==> config.mk <==
export PLATFORM = sky130hd
export DESIGN_NAME = ssp_host_port_flat
export DESIGN_NICKNAME = d
export VERILOG_FILES = /design/src/rtl/ssp_pkg.sv /design/src/rtl/ssp_host_port_if.sv /design/src/rtl/ssp_sync_edge.sv /design/src/rtl/ssp_host_port.sv /design/src/flat_wrapper.sv
export SDC_FILE = /design/constraint.sdc
export NUM_CORES = 1
export LEC_CHECK = 0
export CAP_MARGIN = 10
export CORE_UTILIZATION = 56
export CTS_CLUSTER_SIZE = 8
export DETAILED_ROUTE_END_ITERATION = 7
export PLACE_DENSITY = 0.84
export SKIP_CTS_REPAIR_TIMING = 1
export SLEW_MARGIN = 20
export SYNTH_ARGS = -nofsm -noshare
export SYNTH_HDL_FRONTEND = slang
export SYNTH_SLANG_ARGS = --single-unit
==> constraint.sdc <==
create_clock -name ck_1356meg -period 3.6 [get_ports ck_1356meg]
set_input_delay 0.36 -clock ck_1356meg [delete_from_list [all_inputs] [get_ports ck_1356meg]]
set_output_delay 0.36 -clock ck_1356meg [all_outputs]
set_load 0.03 [all_outputs]
==> src/rtl/ssp_pkg.sv <==
// Shared constants, mode encodings and bit-order helpers for the SSP link.
package ssp_pkg;

  localparam int unsigned SSP_BYTE_BITS   = 8;
  localparam int unsigned SSP_SYNC_STAGES = 2;

  // hi_* mode encodings shared by benches and mode modules.
  typedef enum logic [2:0] {
    SNIFFER       = 3'b000,
    TAGSIM_LISTEN = 3'b001,
    TAGSIM_MOD    = 3'b010,
    READER_LISTEN = 3'b011,
    READER_MOD    = 3'b100,
    TAGSIM_MOD2   = 3'b101
  } ssp_mode_e;

  // Occupancy of the TX holding register.
  typedef enum logic {
    HOLD_EMPTY = 1'b0,
    HOLD_FULL  = 1'b1
  } tx_hold_e;

  // Bit that goes on the wire first for a given byte.
  function automatic logic ssp_first_bit(input logic [SSP_BYTE_BITS-1:0] b,
                                         input bit msb_first);
    return msb_first ? b[SSP_BYTE_BITS-1] : b[0];
  endfunction

  // Advance a TX shifter by one bit so the next wire bit sits in the "first" slot.
  function automatic logic [SSP_BYTE_BITS-1:0] ssp_shift_out(
      input logic [SSP_BYTE_BITS-1:0] b, input bit msb_first);
    return msb_first ? {b[SSP_BYTE_BITS-2:0], 1'b0} : {1'b0, b[SSP_BYTE_BITS-1:1]};
  endfunction

  // Accumulate one received bit; after a full byte the first bit lands per msb_first.
  function automatic logic [SSP_BYTE_BITS-1:0] ssp_shift_in(
      input logic [SSP_BYTE_BITS-1:0] b, input logic bit_in, input bit msb_first);
    return msb_first ? {b[SSP_BYTE_BITS-2:0], bit_in} : {bit_in, b[SSP_BYTE_BITS-1:1]};
  endfunction

endpackage

==> src/rtl/ssp_host_port_if.sv <==
// SSP serial lines plus the host-side RX/TX byte streams of ssp_host_port.
interface ssp_host_port_if;
  import ssp_pkg::*;

  logic                     ssp_clk;
  logic                     ssp_frame;
  logic                     ssp_din;
  logic                     ssp_dout;
  logic [SSP_BYTE_BITS-1:0] rx_data;
  logic                     rx_valid;
  logic                     rx_ready;
  logic [SSP_BYTE_BITS-1:0] tx_data;
  logic                     tx_valid;
  logic                     tx_ready;

  // The host port itself.
  modport master (
    input  ssp_clk, ssp_frame, ssp_din, rx_ready, tx_data, tx_valid,
    output ssp_dout, rx_data, rx_valid, tx_ready
  );

  // Mode module / byte producer-consumer side.
  modport slave (
    output ssp_clk, ssp_frame, ssp_din, rx_ready, tx_data, tx_valid,
    input  ssp_dout, rx_data, rx_valid, tx_ready
  );

endinterface

==> src/rtl/ssp_sync_edge.sv <==
// Multi-flop synchronizers for the asynchronous SSP inputs, plus the
// ssp_clk edge detector producing single-cycle rise/fall strobes.

// Plain synchronizer for ssp_frame / ssp_din.
module ssp_sync2
  import ssp_pkg::*;
(
  input  logic clk,
  input  logic rst_n,
  input  logic d,
  output logic q
);

  logic [SSP_SYNC_STAGES-1:0] sr;

  // Shift the pin value through the synchronizer chain.
  always_ff @(posedge clk or negedge rst_n) begin
    if (!rst_n) sr <= '0;
    else        sr <= {sr[SSP_SYNC_STAGES-2:0], d};
  end

  assign q = sr[SSP_SYNC_STAGES-1];

endmodule

// Synchronizer with edge strobes, used for ssp_clk.
module ssp_sync_edge
  import ssp_pkg::*;
(
  input  logic clk,
  input  logic rst_n,
  input  logic d,
  output logic rise,
  output logic fall
);

  logic                     q;
  logic                     last;
  logic [SSP_SYNC_STAGES:0] primed;
  logic                     armed;

  ssp_sync2 u_sync (
    .clk   (clk),
    .rst_n (rst_n),
    .d     (d),
    .q     (q)
  );

  // Edge-detect register; strobes are held off until both compared samples
  // come from the pin, so a pin already high at reset release is not an edge.
  always_ff @(posedge clk or negedge rst_n) begin
    if (!rst_n) begin
      last   <= 1'b0;
      primed <= '0;
    end else begin
      last   <= q;
      primed <= {primed[SSP_SYNC_STAGES-1:0], 1'b1};
    end
  end

  assign armed = primed[SSP_SYNC_STAGES];
  assign rise  = armed &  q & ~last;
  assign fall  = armed & ~q &  last;

endmodule

==> src/rtl/ssp_host_port.sv <==
// Host-side SSP endpoint: deserializes ssp_din into bytes with a one-deep
// RX output register and serializes a one-deep TX holding register onto
// ssp_dout, with sticky overrun/underrun/frame error flags.
module ssp_host_port
  import ssp_pkg::*;
#(
  parameter bit                       MSB_FIRST = 1'b1,
  parameter logic [SSP_BYTE_BITS-1:0] IDLE_BYTE = 8'h00
) (
  input  logic              ck_1356meg,
  input  logic              rst_n,
  ssp_host_port_if.master   bus,
  output logic [15:0]       byte_count,
  output logic              err_overrun,
  output logic              err_underrun,
  output logic              err_frame,
  input  logic              err_clear
);

  localparam logic [2:0] LAST_BIT = 3'(SSP_BYTE_BITS - 1);

  logic                     rise;
  logic                     fall;
  logic                     frame_s;
  logic                     din_s;

  logic [2:0]               bit_idx;
  logic [2:0]               bit_idx_next;
  logic [SSP_BYTE_BITS-1:0] rx_sh;
  logic                     rx_done;
  logic [SSP_BYTE_BITS-1:0] rx_data_q;
  logic                     rx_valid_q;
  logic                     rx_hs;

  tx_hold_e                 hold_state;
  tx_hold_e                 hold_state_next;
  logic [SSP_BYTE_BITS-1:0] hold;
  logic                     tx_ready_int;
  logic                     tx_hs;
  logic                     tx_load;
  logic [SSP_BYTE_BITS-1:0] tx_src;
  logic [SSP_BYTE_BITS-1:0] tx_sh;
  logic [SSP_BYTE_BITS-1:0] tx_sh_next;
  logic                     dout_q;

  logic                     overrun_evt;
  logic                     underrun_evt;
  logic                     frame_evt;

  ssp_sync_edge u_clk_sync (
    .clk   (ck_1356meg),
    .rst_n (rst_n),
    .d     (bus.ssp_clk),
    .rise  (rise),
    .fall  (fall)
  );

  ssp_sync2 u_frame_sync (
    .clk   (ck_1356meg),
    .rst_n (rst_n),
    .d     (bus.ssp_frame),
    .q     (frame_s)
  );

  ssp_sync2 u_din_sync (
    .clk   (ck_1356meg),
    .rst_n (rst_n),
    .d     (bus.ssp_din),
    .q     (din_s)
  );

  // ---------------------------------------------------------------- RX path
  // Frame realigns to bit 0; without frame the index free-runs 0..7.
  assign bit_idx_next = frame_s ? 3'd0 : bit_idx + 3'd1;
  assign frame_evt    = rise & frame_s & (bit_idx != LAST_BIT);

  // Bit counter and RX shifter, advanced on each ssp_clk rise.
  always_ff @(posedge ck_1356meg or negedge rst_n) begin
    if (!rst_n) begin
      bit_idx <= LAST_BIT;
      rx_sh   <= '0;
      rx_done <= 1'b0;
    end else begin
      rx_done <= 1'b0;
      if (rise) begin
        bit_idx <= bit_idx_next;
        rx_sh   <= ssp_shift_in(rx_sh, din_s, MSB_FIRST);
        rx_done <= (bit_idx_next == LAST_BIT);
      end
    end
  end

  assign rx_hs       = rx_valid_q & bus.rx_ready;
  assign overrun_evt = rx_done & rx_valid_q & ~rx_hs;

  // RX output register: a completed byte lands only if the slot is free or
  // is being consumed this cycle; otherwise the held byte wins.
  always_ff @(posedge ck_1356meg or negedge rst_n) begin
    if (!rst_n) begin
      rx_data_q  <= '0;
      rx_valid_q <= 1'b0;
      byte_count <= '0;
    end else if (rx_done) begin
      byte_count <= byte_count + 16'd1;
      if (!rx_valid_q || rx_hs) begin
        rx_data_q  <= rx_sh;
        rx_valid_q <= 1'b1;
      end
    end else if (rx_hs) begin
      rx_valid_q <= 1'b0;
    end
  end

  // ---------------------------------------------------------------- TX path
  // The fall following the rise that finished a byte starts the next byte;
  // bit_idx resets to 7 so the very first fall after reset also loads.
  assign tx_load      = fall & (bit_idx == LAST_BIT);
  assign tx_ready_int = (hold_state == HOLD_EMPTY);
  assign tx_hs        = bus.tx_valid & tx_ready_int;
  assign tx_src       = (hold_state == HOLD_FULL) ? hold : IDLE_BYTE;
  assign underrun_evt = tx_load & (hold_state == HOLD_EMPTY);
  assign tx_sh_next   = tx_load ? tx_src : ssp_shift_out(tx_sh, MSB_FIRST);

  // Holding register occupancy state.
  always_ff @(posedge ck_1356meg or negedge rst_n) begin
    if (!rst_n) hold_state <= HOLD_EMPTY;
    else        hold_state <= hold_state_next;
  end

  // Fill on handshake, drain on shifter load; a load that reads an empty
  // register may coincide with a fill, leaving it full.
  always_comb begin
    hold_state_next = hold_state;
    case (hold_state)
      HOLD_EMPTY: if (tx_hs)   hold_state_next = HOLD_FULL;
      HOLD_FULL:  if (tx_load) hold_state_next = HOLD_EMPTY;
      default:                 hold_state_next = HOLD_EMPTY;
    endcase
  end

  // Holding register data capture.
  always_ff @(posedge ck_1356meg or negedge rst_n) begin
    if (!rst_n)     hold <= '0;
    else if (tx_hs) hold <= bus.tx_data;
  end

  // TX shifter and output bit, both advanced on each ssp_clk fall.
  always_ff @(posedge ck_1356meg or negedge rst_n) begin
    if (!rst_n) begin
      tx_sh  <= IDLE_BYTE;
      dout_q <= 1'b0;
    end else if (fall) begin
      tx_sh  <= tx_sh_next;
      dout_q <= ssp_first_bit(tx_sh_next, MSB_FIRST);
    end
  end

  // ------------------------------------------------------------ error flags
  // Sticky flags; a new event in the clearing cycle keeps the flag set.
  always_ff @(posedge ck_1356meg or negedge rst_n) begin
    if (!rst_n) begin
      err_overrun  <= 1'b0;
      err_underrun <= 1'b0;
      err_frame    <= 1'b0;
    end else begin
      if (overrun_evt)    err_overrun  <= 1'b1;
      else if (err_clear) err_overrun  <= 1'b0;
      if (underrun_evt)   err_underrun <= 1'b1;
      else if (err_clear) err_underrun <= 1'b0;
      if (frame_evt)      err_frame    <= 1'b1;
      else if (err_clear) err_frame    <= 1'b0;
    end
  end

  assign bus.ssp_dout = dout_q;
  assign bus.rx_data  = rx_data_q;
  assign bus.rx_valid = rx_valid_q;
  assign bus.tx_ready = tx_ready_int;

endmodule

==> src/flat_wrapper.sv <==
// flat-port wrapper written by rule: the top's interface ports become plain ports
module ssp_host_port_flat import ssp_pkg::*;
#(
  parameter bit                       MSB_FIRST = 1'b1,
  parameter logic [SSP_BYTE_BITS-1:0] IDLE_BYTE = 8'h00
)
  (ck_1356meg, rst_n, byte_count, err_overrun, err_underrun, err_frame, err_clear, bus_ssp_clk, bus_ssp_frame, bus_ssp_din, bus_rx_ready, bus_tx_data, bus_tx_valid, bus_ssp_dout, bus_rx_data, bus_rx_valid, bus_tx_ready);
  ssp_host_port_if bus_i ();
  input  logic ck_1356meg;
  input  logic rst_n;
  output logic [15:0] byte_count;
  output logic err_overrun;
  output logic err_underrun;
  output logic err_frame;
  input  logic err_clear;
  input wire logic [$bits(bus_i.ssp_clk)-1:0] bus_ssp_clk;
  input wire logic [$bits(bus_i.ssp_frame)-1:0] bus_ssp_frame;
  input wire logic [$bits(bus_i.ssp_din)-1:0] bus_ssp_din;
  input wire logic [$bits(bus_i.rx_ready)-1:0] bus_rx_ready;
  input wire logic [$bits(bus_i.tx_data)-1:0] bus_tx_data;
  input wire logic [$bits(bus_i.tx_valid)-1:0] bus_tx_valid;
  output wire logic [$bits(bus_i.ssp_dout)-1:0] bus_ssp_dout;
  output wire logic [$bits(bus_i.rx_data)-1:0] bus_rx_data;
  output wire logic [$bits(bus_i.rx_valid)-1:0] bus_rx_valid;
  output wire logic [$bits(bus_i.tx_ready)-1:0] bus_tx_ready;
  assign bus_i.ssp_clk = bus_ssp_clk;
  assign bus_i.ssp_frame = bus_ssp_frame;
  assign bus_i.ssp_din = bus_ssp_din;
  assign bus_i.rx_ready = bus_rx_ready;
  assign bus_i.tx_data = bus_tx_data;
  assign bus_i.tx_valid = bus_tx_valid;
  assign bus_ssp_dout = bus_i.ssp_dout;
  assign bus_rx_data = bus_i.rx_data;
  assign bus_rx_valid = bus_i.rx_valid;
  assign bus_tx_ready = bus_i.tx_ready;
  ssp_host_port #(.MSB_FIRST(MSB_FIRST), .IDLE_BYTE(IDLE_BYTE)) u_core (.ck_1356meg(ck_1356meg), .rst_n(rst_n), .bus(bus_i), .byte_count(byte_count), .err_overrun(err_overrun), .err_underrun(err_underrun), .err_frame(err_frame), .err_clear(err_clear));
endmodule
Word-level counts from Yosys, hierarchy flattened
Index checks and enable logic that the tools add are counted.
- bits of input ports: 16
- memories kept: 0
- memory bits (writable): 0
- bits in latches: 0
- word-level logic and storage cells: 62
- register bits after elaboration: 67
- output and inout port bits: 30
- ROM bits: 0
- muxes and demuxes: 14
- reductions and logical operators: 8
- add/sub/neg operators: 2
- bitwise gates (word level): 16
- $lt $le $gt $ge: 0
- equality and inequality tests: 4
- divide/modulo/power cells: 0
- multiply operators: 0
- shift-type cells: 0
- operators by type and width (cell ; count):
    $add 16x1->16 const B ; 1
    $mux 8 ; 2
    $and 1x1->1 ; 12
    $mux 1 ; 10
    $reduce_bool 2->1 ; 4
    $eq 3x3->1 const B ; 2
    $not 1->1 ; 4
    $reduce_and 2->1 ; 2
    $add 3x1->3 const B ; 1
    $mux 3 ; 1
    $ne 3x3->1 const B ; 1
    $ne 2x2->1 const B ; 1
    $pmux 1 s2 ; 1
    $logic_not 1->1 ; 1
    $logic_or 1x1->1 ; 1

Logic depth before layout (Yosys ltp)
- depth after elaboration: 6
- mapped depth: 6
- depth with buffers taken out: 5

Modules after synthesis
From an unflattened synthesis, not the netlist that was laid out.
- cell total of the unflattened synthesis: 200
- area total of the unflattened synthesis: 2632.5 um^2
- by module, submodules not included (module ; cells an instance ; area each (um^2) ; sequential area each (um^2) ; times used):
    ssp_host_port ; 187 ; 2361.0 ; 1430.1 ; 1
    ssp_sync2 ; 2 ; 50.0 ; 50.0 ; 3
    ssp_sync_edge ; 7 ; 121.4 ; 100.1 ; 1

Least setup slack after synthesis
Ideal clock, no wire load.
- kind: register to register
- start point: reg u_core.bit_idx[0]
- end point: reg u_core.dout_q (netlist: u_core.bus.ssp_dout)
- data required time: 3.517 ns
- period minus slack after synthesis: 1.509 ns
- arrival: 1.427 ns
- buffers on the path: 1
- setup slack: 2.091 ns
- cell stages (with the launch flop): 7
- library setup time: 0.083 ns
- cell sequence: dfstp_2 -> ha_1 -> ha_1 -> and2_1 -> buf_2 -> a21oi_1 -> o21ai_0
- longest elaborated chain between the ends: 3
- RTL lines (element ; line ; source):
    start, declared ; ssp_host_port.sv:27 ; logic [2:0] bit_idx;
    start signal, assigned ; ssp_host_port.sv:86 ; bit_idx <= bit_idx_next;
    $eq 3x3->1 ; ssp_host_port.sv:117 ; assign tx_load = fall & (bit_idx == LAST_BIT);
    $and 1x1->1 ; ssp_host_port.sv:117 ;
    $mux 8 ; ssp_host_port.sv:122 ; assign tx_sh_next = tx_load ? tx_src : ssp_shift_out(tx_sh, MSB_FIRST);
    end signal, assigned ; ssp_host_port.sv:154 ; dout_q <= ssp_first_bit(tx_sh_next, MSB_FIRST);
    end, declared ; ssp_host_port.sv:44 ; logic dout_q;
No other way between the ends.
A chain may end at the register's enable or synchronous reset.

Final worst setup path
- start point: reg u_core.byte_count[2]
- end point: out byte_count[2]
- RTL lines (element ; line ; source):
    start, declared ; ssp_host_port.sv:13 ; output logic [15:0] byte_count,
    start signal, assigned ; ssp_host_port.sv:104 ; byte_count <= byte_count + 16'd1;
    end, declared ; flat_wrapper.sv:11 ; output logic [15:0] byte_count;
No word-level cell between the ends.

==> flow_metrics.py <==
metrics = {
    "outcome": {
        "outcome": "finished with violations",
        "failed_checks": "design-rule violations",
    },
    "clock_tree": {
        "cts.path.max_buffers": 2,
        "cts_inserted_buffers": 9,
        "clock_sinks": 67,
        "clk_latency_ns": 0.33,
        "cts_tree": "yes",
        "cts-htree-levels": 3,
        "clk_pin_slew_ns": 0.07,
        "clock_tree_root_driver_cell": "clkbuf_8",
    },
    "finish": {
        "postLayoutCoreUtil": 0.741,
        "drive_above_1_share": 0.178,
        "postLayoutCellArea_sq_mm": 0.00329,
        "final_nets": 273,
        "areaGrowthSynthToFinish_pct": 25.5,
        "antenna-diode-count": 0,
        "final_non_filler_cell_total": 310,
    },
    "power": {
        "power.switching_fraction": 0.230,
        "internal_power_mw": 1.24,
        "totalPowerFinal_mw": 1.61,
        "cellPowerDensity_mw_per_mm2": 489,
        "leakage_nw": 1.52,
        "power_frac_clock": 0.342,
        "ir_worst_vdd_mv": 0.308,
        "share_seq_of_total_power": 0.560,
        "p_switching_mw": 0.371,
        "share_comb_of_total_power": 0.098,
    },
    "route": {
        "detail_route.vias_per_cell": 5.24,
        "dr.pass1.iters": 8,
        "initialDrtViolationCount": 122,
        "routedWlPerCell_microns": 13.5,
        "postRouteWirelength_microns": 4190,
        "route.detailed.drc": 9,
        "routed-via-count": 1625,
        "post_detailed_route_count_of_antenna_violating_nets": 0,
    },
    "die": {
        "core.rowCount": 24,
        "floorplan.initialDensity": 0.591,
        "fp.coreArea_sq_mm": 0.00444,
        "die_y_microns": 70.5,
        "die-area_sq_mm": 0.00497,
        "chipWidth_microns": 70.5,
        "io_pins": 46,
    },
    "setup_path": {
        "reg2reg_path_depth": 5,
        "path_buf_inv": 1,
        "max_stage_delay_ns": 0.73,
        "cp.arrival_ns": 1.54,
        "crit-reg2reg-launch": "u_core.bit_idx[0]",
        "cp.depth": 1,
        "required_time_at_the_endpoint_of_the_critical_path_ns": 3.24,
        "end_of_the_worst_register_to_register_path": "u_core.tx_sh[6]",
        "cp-end-kind": "output port",
        "setup.reg_to_reg.worst_slack_ns": 1.82,
        "path_class": "reg2out",
        "cpLargestDelayFamily": "buffers and inverters",
        "worst_path_max_delay_cell": "clkdlybuf4s50_1",
        "path_max_fanout": 5,
        "timing.critical_path.cells": "clkdlybuf4s50_1",
        "setup.worst_path.end": "byte_count[2]",
        "worstSetupStartpoint": "u_core.byte_count[2]",
        "startpoint_type": "flip-flop",
    },
    "placement": {
        "place.detailed.instances": 295,
        "buffer_ports.inserted": 45,
        "placement.setup.worst_slack_ns": 1.68,
        "detailed_place.area_sq_mm": 0.00311,
        "gp_congestion": 0.736,
        "detailed_place_hpwl_microns": 2940,
    },
    "sta": {
        "setup_total_negative_slack_ns": 0,
        "post-route-min-period_ns": 1.90,
        "setup_viol": 0,
        "report.final.slew_viol_count": 0,
        "max-slew-margin-rel": 0.538,
        "min_period_over_period": 0.528,
        "setup_repair_after_global_routing_missed_its_margin": "no",
        "hold_viol": 0,
        "setup_slack_ns": 1.70,
        "whs_ns": 0.0200,
        "worst_pin_slew_ns": 0.691,
        "fmax_ghz": 0.526,
        "finalClockSkew_ns": 0.00760,
    },
    "global_route": {
        "grt_max_degree": 49,
        "antenna_found_initial": 0,
        "gr-usage-all-layers": 0.204,
        "vias_in_the_first_global_route": 1677,
        "globalRoute.totalOverflow": 0,
        "grt_first_pass_wirelength_microns": 7580,
    },
    "job": {
        "maxCapViolations": 0,
    },
    "synthesis": {
        "post_synth.cell_area_avg_sq_um": 13.0,
        "synth_fp_nets": 221,
        "synth_sequential_area_ratio": 0.640,
        "syn_area_sq_mm": 0.00263,
        "postSynthCellCount": 202,
        "synth.ff_latch_count": 67,
        "synth_warnings": 0,
        "netlist-cell-type-count": 29,
    },
    "hold_path": {
        "hold_path.class": "in2async",
    },
}
state kept, by name (all words and copies together), names as in the netlist:
register and flops:
u_core.bit_idx 3, u_core.bus.rx_data 8, u_core.bus.rx_valid 1, u_core.bus.ssp_dout 1, u_core.byte_count 16, u_core.err_frame 1, u_core.err_overrun 1, u_core.err_underrun 1
u_core.hold 8, u_core.hold_state 1, u_core.rx_done 1, u_core.rx_sh 8, u_core.tx_sh 7, u_core.u_clk_sync.last 1, u_core.u_clk_sync.primed 3, u_core.u_clk_sync.u_sync.sr 2
u_core.u_din_sync.sr 2, u_core.u_frame_sync.sr 2
power by group through the flow:
stage	clock network, mW	logic (mW)	registers (mW)
floorplan	0	0.0929	0.909
global placement	0	0.153	0.915
detailed placement	0	0.160	0.916
CTS	0.573	0.161	0.902
global route	0.602	0.175	0.916
finish	0.551	0.158	0.902
layout make-up:
| cell class | instances | area (sq um) |
|---|---|---|
| Tap cell | 52 | 65.1 |
| Sequential cell | 67 | 1680 |
| Timing Repair Buffer | 47 | 463 |
| Inverter | 10 | 37.5 |
| Fill cell | 305 | 1150 |
| Multi-Input combinational cell | 119 | 870 |
| Clock buffer | 13 | 169 |
| Clock inverter | 2 | 10.0 |
metal layers:
layer	routed length (microns)	GRT usage	vias up
met5	0	0	-
met4	71	0.102	0
met3	176	0.0678	8
met2	1920	0.305	31
met1	2020	0.269	787
li1	-	-	799
synthesized netlist by cell type:
cell type,n,share of area
mux2_2,25,0.11
nand3b_1,2,0.0057
ha_1,3,0.014
nand4_4,1,0.0081
buf_2,3,0.0057
dfstp_2,3,0.030
nor2_1,2,0.0029
nor3_1,4,0.0076
a21o_1,2,0.0057
o31ai_1,1,0.0029
conb_1,1,0.0014
dfrtp_1,64,0.61
and2_1,1,0.0024
xnor2_1,5,0.017
o21ai_0,9,0.017
nor2b_1,8,0.019
nand4_1,6,0.014
buf_6,1,0.0043
nand2b_1,1,0.0024
inv_1,10,0.014
a21oi_1,7,0.013
buf_4,1,0.0029
nand2_1,20,0.029
xor2_1,10,0.033
nor4_1,7,0.017
o22ai_1,2,0.0048
o32ai_1,1,0.0033
clkbuf_1,1,0.0014
nand4b_1,1,0.0033
worst min-delay path by stage:
stage	from	end	slack, ns	cells after the start
3_5_place_dp	u_core.u_clk_sync.primed[1]	u_core.u_clk_sync.primed[2]	0.34	0
2_1_floorplan	rst_n	u_core.bus.rx_data[0]	0.06	0
5_1_grt	rst_n	u_core.hold[1]	0.08	1
6_report	rst_n	u_core.hold[1]	0.02	1
4_1_cts	rst_n	u_core.hold[1]	0.22	1
3_3_place_gp	u_core.u_clk_sync.u_sync.sr[0]	u_core.u_clk_sync.u_sync.sr[1]	0.33	0
kinds of logic (layout without fill, tap and decap cells):
family                   after synthesis  after routing  synth area share
flip-flops                            67             67             0.640
other                                  1              1           0.00143
multiplexers                          25             25             0.107
AND/OR/NAND/NOR                       53             53             0.111
XOR/XNOR                              15             15            0.0500
adder cells (fa/ha/maj)                3              3            0.0143
buffers and inverters                 16             72            0.0286
AO/OA/AOI/OAI                         22             22            0.0472
cell usage in the layout, fill, tap and decap left out:
cell and instances:
clkbuf_8 12, nor4_1 7, nand4b_1 1, clkbuf_1 1, clkdlybuf4s50_1 44, o22ai_1 2, mux2_2 25, nand3b_1 2
ha_1 3, nor2_1 2, o21ai_0 9, conb_1 1, buf_4 3, xnor2_1 5, dfrtp_1 64, clkinv_2 2
o32ai_1 1, o31ai_1 1, and2_1 1, a21o_1 2, nor3_1 4, nand4_1 6, nand2b_1 1, nand2_1 20
nor2b_1 8, inv_1 10, dfstp_2 3, a21oi_1 7, nand4_4 1, xor2_1 10
Power figures use the tool's default switching activity.
